$ cat src/rtl/ram4bank_ctrl_if.sv
// Pixel-in / quad-out stream bundle for ram4bank_ctrl.
// slave = controller side, master = upstream pixel source and downstream quad sink.
interface ram4bank_ctrl_if;
  logic        s_valid;
  logic        s_ready;
  logic [7:0]  s_data;
  logic        m_valid;
  logic        m_ready;
  logic [31:0] m_data;

  modport slave  (input  s_valid, s_data, m_ready, output s_ready, m_valid, m_data);
  modport master (output s_valid, s_data, m_ready, input  s_ready, m_valid, m_data);
endinterface

$ cat src/rtl/ram4bank_ctrl.sv
// Write/read sequencer for the 4-bank pixel store: scatters a raster frame by (x,y) parity,
// then streams 2x2 quads from all banks in parallel. RAM4BANK_SLIDE_EN selects a stride-1 window.
module ram4bank_ctrl #(
  parameter int unsigned IMG_W  = 128,
  parameter int unsigned IMG_H  = 128,
  parameter int unsigned ADDR_W = 13
) (
  input  logic              clk,
  input  logic              rst_n,
  input  logic              start,
  output logic              busy,
  output logic              done,
  ram4bank_ctrl_if.slave    stream,
  output logic              ena1, ena2, ena3, ena4,
  output logic              wea1, wea2, wea3, wea4,
  output logic [ADDR_W-1:0] AA1, AA2, AA3, AA4,
  output logic [7:0]        DA1, DA2, DA3, DA4,
  output logic              enb,
  output logic              rstb,
  output logic [ADDR_W-1:0] AB1, AB2, AB3, AB4,
  input  logic [7:0]        DB1, DB2, DB3, DB4,
  input  logic              rsta_busy,
  input  logic              rstb_busy
);

  localparam int unsigned     XW     = $clog2(IMG_W);
  localparam int unsigned     YW     = $clog2(IMG_H);
  localparam logic [ADDR_W-1:0] HALF_W = ADDR_W'(IMG_W / 2);

  typedef enum logic [2:0] {ST_INIT, ST_IDLE, ST_WR, ST_DRAIN, ST_RD} state_t;

  state_t state, state_nxt;

  logic              hs_w, last_px;
  logic [XW-1:0]     wx;
  logic [YW-1:0]     wy;
  logic [ADDR_W-1:0] wrow;
  logic [3:0]        wen_q;
  logic [ADDR_W-1:0] waddr_q;
  logic [7:0]        wdata_q;

  logic              m_valid_q, adv, issue, rd_all, rd_last, fin;
  logic [31:0]       m_data_c;

  assign hs_w    = stream.s_valid && stream.s_ready;
  assign last_px = (wx == XW'(IMG_W - 1)) && (wy == YW'(IMG_H - 1));

  always_ff @(posedge clk or negedge rst_n) begin
    if (!rst_n) state <= ST_INIT;
    else        state <= state_nxt;
  end

  always_comb begin
    state_nxt = state;
    busy      = 1'b1;
    case (state)
      ST_INIT:  if (!(rsta_busy || rstb_busy)) state_nxt = ST_IDLE;
      ST_IDLE: begin
        busy = 1'b0;
        if (start) state_nxt = ST_WR;
      end
      ST_WR:    if (hs_w && last_px) state_nxt = ST_DRAIN;
      ST_DRAIN: state_nxt = ST_RD;
      ST_RD:    if (fin) state_nxt = ST_IDLE;
      default:  state_nxt = ST_INIT;
    endcase
  end

  assign stream.s_ready = (state == ST_WR);

  // Write address = row base (+IMG_W/2 after every odd row) + x/2; no multiplier.
  always_ff @(posedge clk or negedge rst_n) begin
    if (!rst_n) begin
      wx   <= '0;
      wy   <= '0;
      wrow <= '0;
    end else if (hs_w) begin
      if (wx == XW'(IMG_W - 1)) begin
        wx <= '0;
        if (wy == YW'(IMG_H - 1)) begin
          wy   <= '0;
          wrow <= '0;
        end else begin
          wy <= wy + 1'b1;
          if (wy[0]) wrow <= wrow + HALF_W;
        end
      end else begin
        wx <= wx + 1'b1;
      end
    end
  end

  always_ff @(posedge clk or negedge rst_n) begin
    if (!rst_n) begin
      wen_q   <= '0;
      waddr_q <= '0;
      wdata_q <= '0;
    end else if (hs_w) begin
      wen_q   <= 4'b0001 << {wy[0], wx[0]};
      waddr_q <= wrow + ADDR_W'(wx >> 1);
      wdata_q <= stream.s_data;
    end else begin
      wen_q   <= '0;
      waddr_q <= '0;
      wdata_q <= '0;
    end
  end

  assign ena1 = wen_q[0];
  assign ena2 = wen_q[1];
  assign ena3 = wen_q[2];
  assign ena4 = wen_q[3];
  assign wea1 = wen_q[0];
  assign wea2 = wen_q[1];
  assign wea3 = wen_q[2];
  assign wea4 = wen_q[3];
  assign AA1  = wen_q[0] ? waddr_q : '0;
  assign AA2  = wen_q[1] ? waddr_q : '0;
  assign AA3  = wen_q[2] ? waddr_q : '0;
  assign AA4  = wen_q[3] ? waddr_q : '0;
  assign DA1  = wen_q[0] ? wdata_q : '0;
  assign DA2  = wen_q[1] ? wdata_q : '0;
  assign DA3  = wen_q[2] ? wdata_q : '0;
  assign DA4  = wen_q[3] ? wdata_q : '0;

  // The bank output register is the only read stage, so a stalled quad holds simply by gating enb.
  assign adv   = !m_valid_q || stream.m_ready;
  assign enb   = adv && (state == ST_RD);
  assign issue = enb && !rd_all;
  assign fin   = (state == ST_RD) && rd_all && m_valid_q && stream.m_ready;
  assign done  = fin;
  assign rstb  = 1'b0;

  always_ff @(posedge clk or negedge rst_n) begin
    if (!rst_n)   m_valid_q <= 1'b0;
    else if (adv) m_valid_q <= issue;
  end

  always_ff @(posedge clk or negedge rst_n) begin
    if (!rst_n)                rd_all <= 1'b0;
    else if (fin)              rd_all <= 1'b0;
    else if (issue && rd_last) rd_all <= 1'b1;
  end

`ifdef RAM4BANK_SLIDE_EN
  logic [XW-1:0]     rx;
  logic [YW-1:0]     ry;
  logic [ADDR_W-1:0] rrow, rcol, row_up, col_up;
  logic              x0_q, y0_q;
  logic [7:0]        db [4];

  assign rd_last = (rx == XW'(IMG_W - 2)) && (ry == YW'(IMG_H - 2));

  always_ff @(posedge clk or negedge rst_n) begin
    if (!rst_n) begin
      rx   <= '0;
      ry   <= '0;
      rrow <= '0;
      x0_q <= 1'b0;
      y0_q <= 1'b0;
    end else if (issue) begin
      x0_q <= rx[0];
      y0_q <= ry[0];
      if (rx == XW'(IMG_W - 2)) begin
        rx <= '0;
        if (ry == YW'(IMG_H - 2)) begin
          ry   <= '0;
          rrow <= '0;
        end else begin
          ry <= ry + 1'b1;
          if (ry[0]) rrow <= rrow + HALF_W;
        end
      end else begin
        rx <= rx + 1'b1;
      end
    end
  end

  // An even-parity bank lies one pixel ahead of an odd window origin, i.e. one word further on.
  assign rcol   = ADDR_W'(rx >> 1);
  assign col_up = rcol + ADDR_W'(rx[0]);
  assign row_up = rrow + (ry[0] ? HALF_W : '0);

  assign AB1 = row_up + col_up;
  assign AB2 = row_up + rcol;
  assign AB3 = rrow   + col_up;
  assign AB4 = rrow   + rcol;

  assign db[0] = DB1;
  assign db[1] = DB2;
  assign db[2] = DB3;
  assign db[3] = DB4;

  always_comb begin
    m_data_c = '0;
    for (int unsigned l = 0; l < 4; l++)
      m_data_c[8*l +: 8] = db[2'(l) ^ {y0_q, x0_q}];
  end
`else
  logic [ADDR_W-1:0] rd_addr;

  assign rd_last = (rd_addr == ADDR_W'(IMG_W * IMG_H / 4 - 1));

  always_ff @(posedge clk or negedge rst_n) begin
    if (!rst_n)     rd_addr <= '0;
    else if (issue) rd_addr <= rd_last ? '0 : rd_addr + 1'b1;
  end

  assign AB1 = rd_addr;
  assign AB2 = rd_addr;
  assign AB3 = rd_addr;
  assign AB4 = rd_addr;

  assign m_data_c = {DB4, DB3, DB2, DB1};
`endif

  assign stream.m_valid = m_valid_q;
  assign stream.m_data  = m_data_c;

endmodule

$ cat src/flat_wrapper.sv
// flat-port wrapper written by rule: the top's interface ports become plain ports
module ram4bank_ctrl_flat 
#(
  parameter int unsigned IMG_W  = 128,
  parameter int unsigned IMG_H  = 128,
  parameter int unsigned ADDR_W = 13
)
  (clk, rst_n, start, busy, done, ena1, ena2, ena3, ena4, wea1, wea2, wea3, wea4, AA1, AA2, AA3, AA4, DA1, DA2, DA3, DA4, enb, rstb, AB1, AB2, AB3, AB4, DB1, DB2, DB3, DB4, rsta_busy, rstb_busy, stream_s_valid, stream_s_data, stream_m_ready, stream_s_ready, stream_m_valid, stream_m_data);
  ram4bank_ctrl_if stream_i ();
  input  logic clk;
  input  logic rst_n;
  input  logic start;
  output logic busy;
  output logic done;
  output logic ena1;
  output logic ena2;
  output logic ena3;
  output logic ena4;
  output logic wea1;
  output logic wea2;
  output logic wea3;
  output logic wea4;
  output logic [ADDR_W-1:0] AA1;
  output logic [ADDR_W-1:0] AA2;
  output logic [ADDR_W-1:0] AA3;
  output logic [ADDR_W-1:0] AA4;
  output logic [7:0] DA1;
  output logic [7:0] DA2;
  output logic [7:0] DA3;
  output logic [7:0] DA4;
  output logic enb;
  output logic rstb;
  output logic [ADDR_W-1:0] AB1;
  output logic [ADDR_W-1:0] AB2;
  output logic [ADDR_W-1:0] AB3;
  output logic [ADDR_W-1:0] AB4;
  input  logic [7:0] DB1;
  input  logic [7:0] DB2;
  input  logic [7:0] DB3;
  input  logic [7:0] DB4;
  input  logic rsta_busy;
  input  logic rstb_busy;
  input wire logic [$bits(stream_i.s_valid)-1:0] stream_s_valid;
  input wire logic [$bits(stream_i.s_data)-1:0] stream_s_data;
  input wire logic [$bits(stream_i.m_ready)-1:0] stream_m_ready;
  output wire logic [$bits(stream_i.s_ready)-1:0] stream_s_ready;
  output wire logic [$bits(stream_i.m_valid)-1:0] stream_m_valid;
  output wire logic [$bits(stream_i.m_data)-1:0] stream_m_data;
  assign stream_i.s_valid = stream_s_valid;
  assign stream_i.s_data = stream_s_data;
  assign stream_i.m_ready = stream_m_ready;
  assign stream_s_ready = stream_i.s_ready;
  assign stream_m_valid = stream_i.m_valid;
  assign stream_m_data = stream_i.m_data;
  ram4bank_ctrl #(.IMG_W(IMG_W), .IMG_H(IMG_H), .ADDR_W(ADDR_W)) u_core (.clk(clk), .rst_n(rst_n), .start(start), .busy(busy), .done(done), .stream(stream_i), .ena1(ena1), .ena2(ena2), .ena3(ena3), .ena4(ena4), .wea1(wea1), .wea2(wea2), .wea3(wea3), .wea4(wea4), .AA1(AA1), .AA2(AA2), .AA3(AA3), .AA4(AA4), .DA1(DA1), .DA2(DA2), .DA3(DA3), .DA4(DA4), .enb(enb), .rstb(rstb), .AB1(AB1), .AB2(AB2), .AB3(AB3), .AB4(AB4), .DB1(DB1), .DB2(DB2), .DB3(DB3), .DB4(DB4), .rsta_busy(rsta_busy), .rstb_busy(rstb_busy));
endmodule
$ cat config.mk
export PLATFORM = sky130hd
export DESIGN_NAME = ram4bank_ctrl_flat
export DESIGN_NICKNAME = d
export VERILOG_FILES = /design/src/rtl/ram4bank_ctrl_if.sv /design/src/rtl/ram4bank_ctrl.sv /design/src/flat_wrapper.sv
export SDC_FILE = /design/constraint.sdc
export NUM_CORES = 1
export LEC_CHECK = 0
export BUFFER_PORTS_ARGS = -buffer_cell sky130_fd_sc_hd__buf_2
export CAP_MARGIN = 5
export CORE_MARGIN = 2
export CORE_UTILIZATION = 30
export CTS_BUF_LIST = sky130_fd_sc_hd__clkbuf_4
export CTS_CLUSTER_SIZE = 20
export DETAILED_ROUTE_END_ITERATION = 16
export PLACE_DENSITY_LB_ADDON = 0.15
export SETUP_SLACK_MARGIN = 0.5
export SYNTH_ARGS = -nofsm -noshare
export SYNTH_HDL_FRONTEND = slang
export SYNTH_SLANG_ARGS = --single-unit
$ cat constraint.sdc
create_clock -name clk -period 2 [get_ports clk]
set_input_delay 0.2 -clock clk [delete_from_list [all_inputs] [get_ports clk]]
set_output_delay 0.2 -clock clk [all_outputs]
set_load 0.02 [all_outputs]
==> metrics.yaml <==
power:
  power_mw: 3.956
  irDropWorstVdd_mv: 0.2524
  cellPowerDensity_mw_per_mm2: 621.5
  leakagePower_nw: 3.082
yosys:
  synth.distinct_cells: 45
  yosysWarnings: 0
  yosysSeqAreaShare_pct: 39.58
  syn_inst: 454
  avgSynthCellArea_sq_um: 8.913
  syn_area_sq_mm: 0.004046
  ys_ff_latch: 64
  synth-async-reset-ratio_pct: 100.0
  ys.flop_type: "dfrtp_1"
  synth-edff-count: 0
cells_and_area:
  finalNonFillerCells: 794
  drive_above_1_share_pct: 62.88
  nets: 664
  num-fill-cells: 1209
  area_growth_pct: 57.30
  final_area_sq_mm: 0.006365
  multi_input_area_sq_mm: 0.002185
  register_area_sq_mm: 0.001619
global_routing:
  grt_max_degree: 36
  grt_antenna_before_repair: 1
  grt_util_all_layers_pct: 15.74
  grt_pass1_vias: 3493
  grt-ovfl-total: 0
  grt_pass1_wl_um: 18010
clock_network:
  cts_tree: "built"
  clock_latency_ns: 0.40
  cts-buffers-inserted: 9
  clk_pin_slew_ns: 0.11
  ctsRootBufferMaster: "clkbuf_4"
  htreeDepth: 3
  clock_sinks: 64
  clk_path_buf_depth: 2
min_path:
  hp-class: "input pin to register"
  hold_path.startpoint: "stream_s_valid"
detailed_routing:
  via_count: 3676
  dr.pass1.iters: 4
  drc: 0
  routedWlPerCell_um: 15.84
  drtIter0Drc: 93
  wirelength_um: 12570
  route.detailed.vias_per_inst: 4.630
  ant_nets: 0
placed_design:
  place_congestion: 0.7916
  dp.cells: 730
  post_dp_cell_area_sq_mm: 0.004782
  portBuffers: 163
  place_hpwl_um: 7667
sta:
  worstMarginPinSlew_ns: 0.6809
  final.setup.tns_ns: 0
  slew_headroom_pct: 54.51
  period_share_pct: 95.87
  fin_crit_ns: 1.917
  hold_violations: 0
  setup_viol: 0
  hold_ws_ns: 0.1445
  rsz0062_at_grt: "yes"
  final-max-slew-violation-count: 0
  fmax_mhz: 521.5
  fin_skew_ns: 0.01463
worst_setup_path:
  arrival_ns: 2.25
  cp_max_fo: 3
  r2r_start: "u_core.state[0]$_DFFE_PN0P_"
  end_kind: "register"
  startpoint: "u_core.state[0]$_DFFE_PN0P_"
  cp-start-kind: "register"
  crit_type: "register to register"
  required_ns: 2.34
floorplanning:
  die_height_um: 120.1
  dieArea_sq_mm: 0.01443
  core_area_sq_mm: 0.01319
  io_pins: 229
  fp.dieW_um: 120.1
  rows: 42
  start_util_pct: 30.68
flow_run:
  drv_cap: 0
status:
  outcome: "complete, no violations"
[synthesized netlist by cell type (3+ instances only)]
cell      count  area, sq um
a21oi_1      12        60.06
and2_1      101        631.9
and3_1        6        37.54
and4_1        5        43.79
buf_4        77        578.1
clkbuf_1     20        75.07
dfrtp_1      64         1602
ha_1          5        62.56
inv_1         6        22.52
nand2_1      28        105.1
nand2b_1      3        18.77
nand3_1      15        75.07
nand4_1      10        62.56
nor2_1       16        60.06
nor3_1        6        30.03
nor4_1        4        25.02
o21ai_0      21        105.1
or3_1         4        25.02
or4_1         3        22.52
xnor2_1      11        96.34
xor2_1        5        43.79
[stage by stage]
step,util [%],setup WS [ns]
floorplan,-,0.08781
global placement,36.25,0.1296
detailed placement,36.25,0.1169
CTS,42.22,0.1102
global route,48.25,0.02292
finish,48.25,0.08254
[final timing paths]
path                                          endpoint  slack [ns]  cells after the start
setup / recovery           u_core.wrow[11]$_DFFE_PN0P_        0.08                      4
hold / removal             u_core.waddr_q[7]$_DFF_PN0_        0.14                      3
setup reg to reg           u_core.wrow[11]$_DFFE_PN0P_        0.08                      4
hold reg to reg               u_core.wy[6]$_DFFE_PN0P_        0.47                      1
max in group asynchronous    u_core.wen_q[1]$_DFF_PN0_        1.04                      3
min in group asynchronous  u_core.wdata_q[3]$_DFF_PN0_        0.35                      2
[worst max-delay path, cell delays in order (launching register included)]
cell and delay (ns):
dfrtp_1 0.42, or3b_4 0.39, or4_4 0.44, or4_4 0.50, a21oi_2 0.12
[cell usage in the layout (no fill, tap or decap), types with 3 or more instances in the layout]
cell type / count
or4_4: 3
nor3_2: 3
and3_1: 6
buf_2: 73
dfrtp_2: 14
buf_4: 39
clkbuf_4: 9
xor2_1: 5
dlygate4sd3_1: 10
or3_4: 3
a21oi_2: 3
nor2_4: 3
nand2_1: 25
and4_1: 5
inv_1: 5
buf_12: 5
ha_1: 3
nand3_1: 12
clkinv_2: 4
xnor2_1: 9
o21ai_2: 3
o21ai_1: 4
and2_1: 18
nor2_1: 13
a21oi_1: 9
nand4_1: 10
buf_6: 114
and2_4: 84
dfrtp_1: 50
or3b_4: 3
o21ai_0: 14
[state kept, by name, summed over array words and instances, names as in the netlist]
signal,cells
u_core.wdata_q,8
u_core.wrow,7
u_core.wen_q,4
u_core.stream.m_valid,1
u_core.waddr_q,13
u_core.AB1,13
u_core.wy,7
u_core.rd_all,1
u_core.state,3
u_core.wx,7
[kinds of logic (layout without fill, tap and decap cells)]
kind of cell | after synthesis | after routing | synth area share (%)
xor+xnor | 16 | 16 | 3.463
buf+inv | 104 | 266 | 16.82
flops | 64 | 64 | 39.58
compound gates | 46 | 46 | 6.524
simple gates | 214 | 214 | 30.92
fa+ha+maj | 5 | 5 | 1.546
other cells | 1 | 3 | 0.09268
mux | 4 | 4 | 1.051
[layer usage]
layer | track usage (%) | part of all wire [%]
met1 | 19.30 | 41
met2 | 27.38 | 51
met3 | 3.707 | 6.1
met4 | 4.632 | 1.6
met5 | 0 | 0
[power breakdown]
part	total, mW	switching, mW	internal, mW
Combinational	1.67	0.868	0.803
Sequential	1.57	0.139	1.43
Clock	0.718	0.476	0.242
[cell type report]
class,instances,share of cell area (%)
multi-input combinational,287,34.32
antenna,1,0.03932
inverter,6,0.3538
clock buffer,9,1.062
timing repair buffer,244,34.72
tap,176,3.460
clock inverter,7,0.6094
sequential,64,25.44
[timing repair]
action,in CTS,in global routing
endpoints found under the hold margin,31,0
resized for setup,110,229
cloned,3,5
pin swaps,11,14
hold buffers,10,0
endpoints found under the setup margin,128,124
setup buffers,23,6
(Power assumes the default switching activity.)
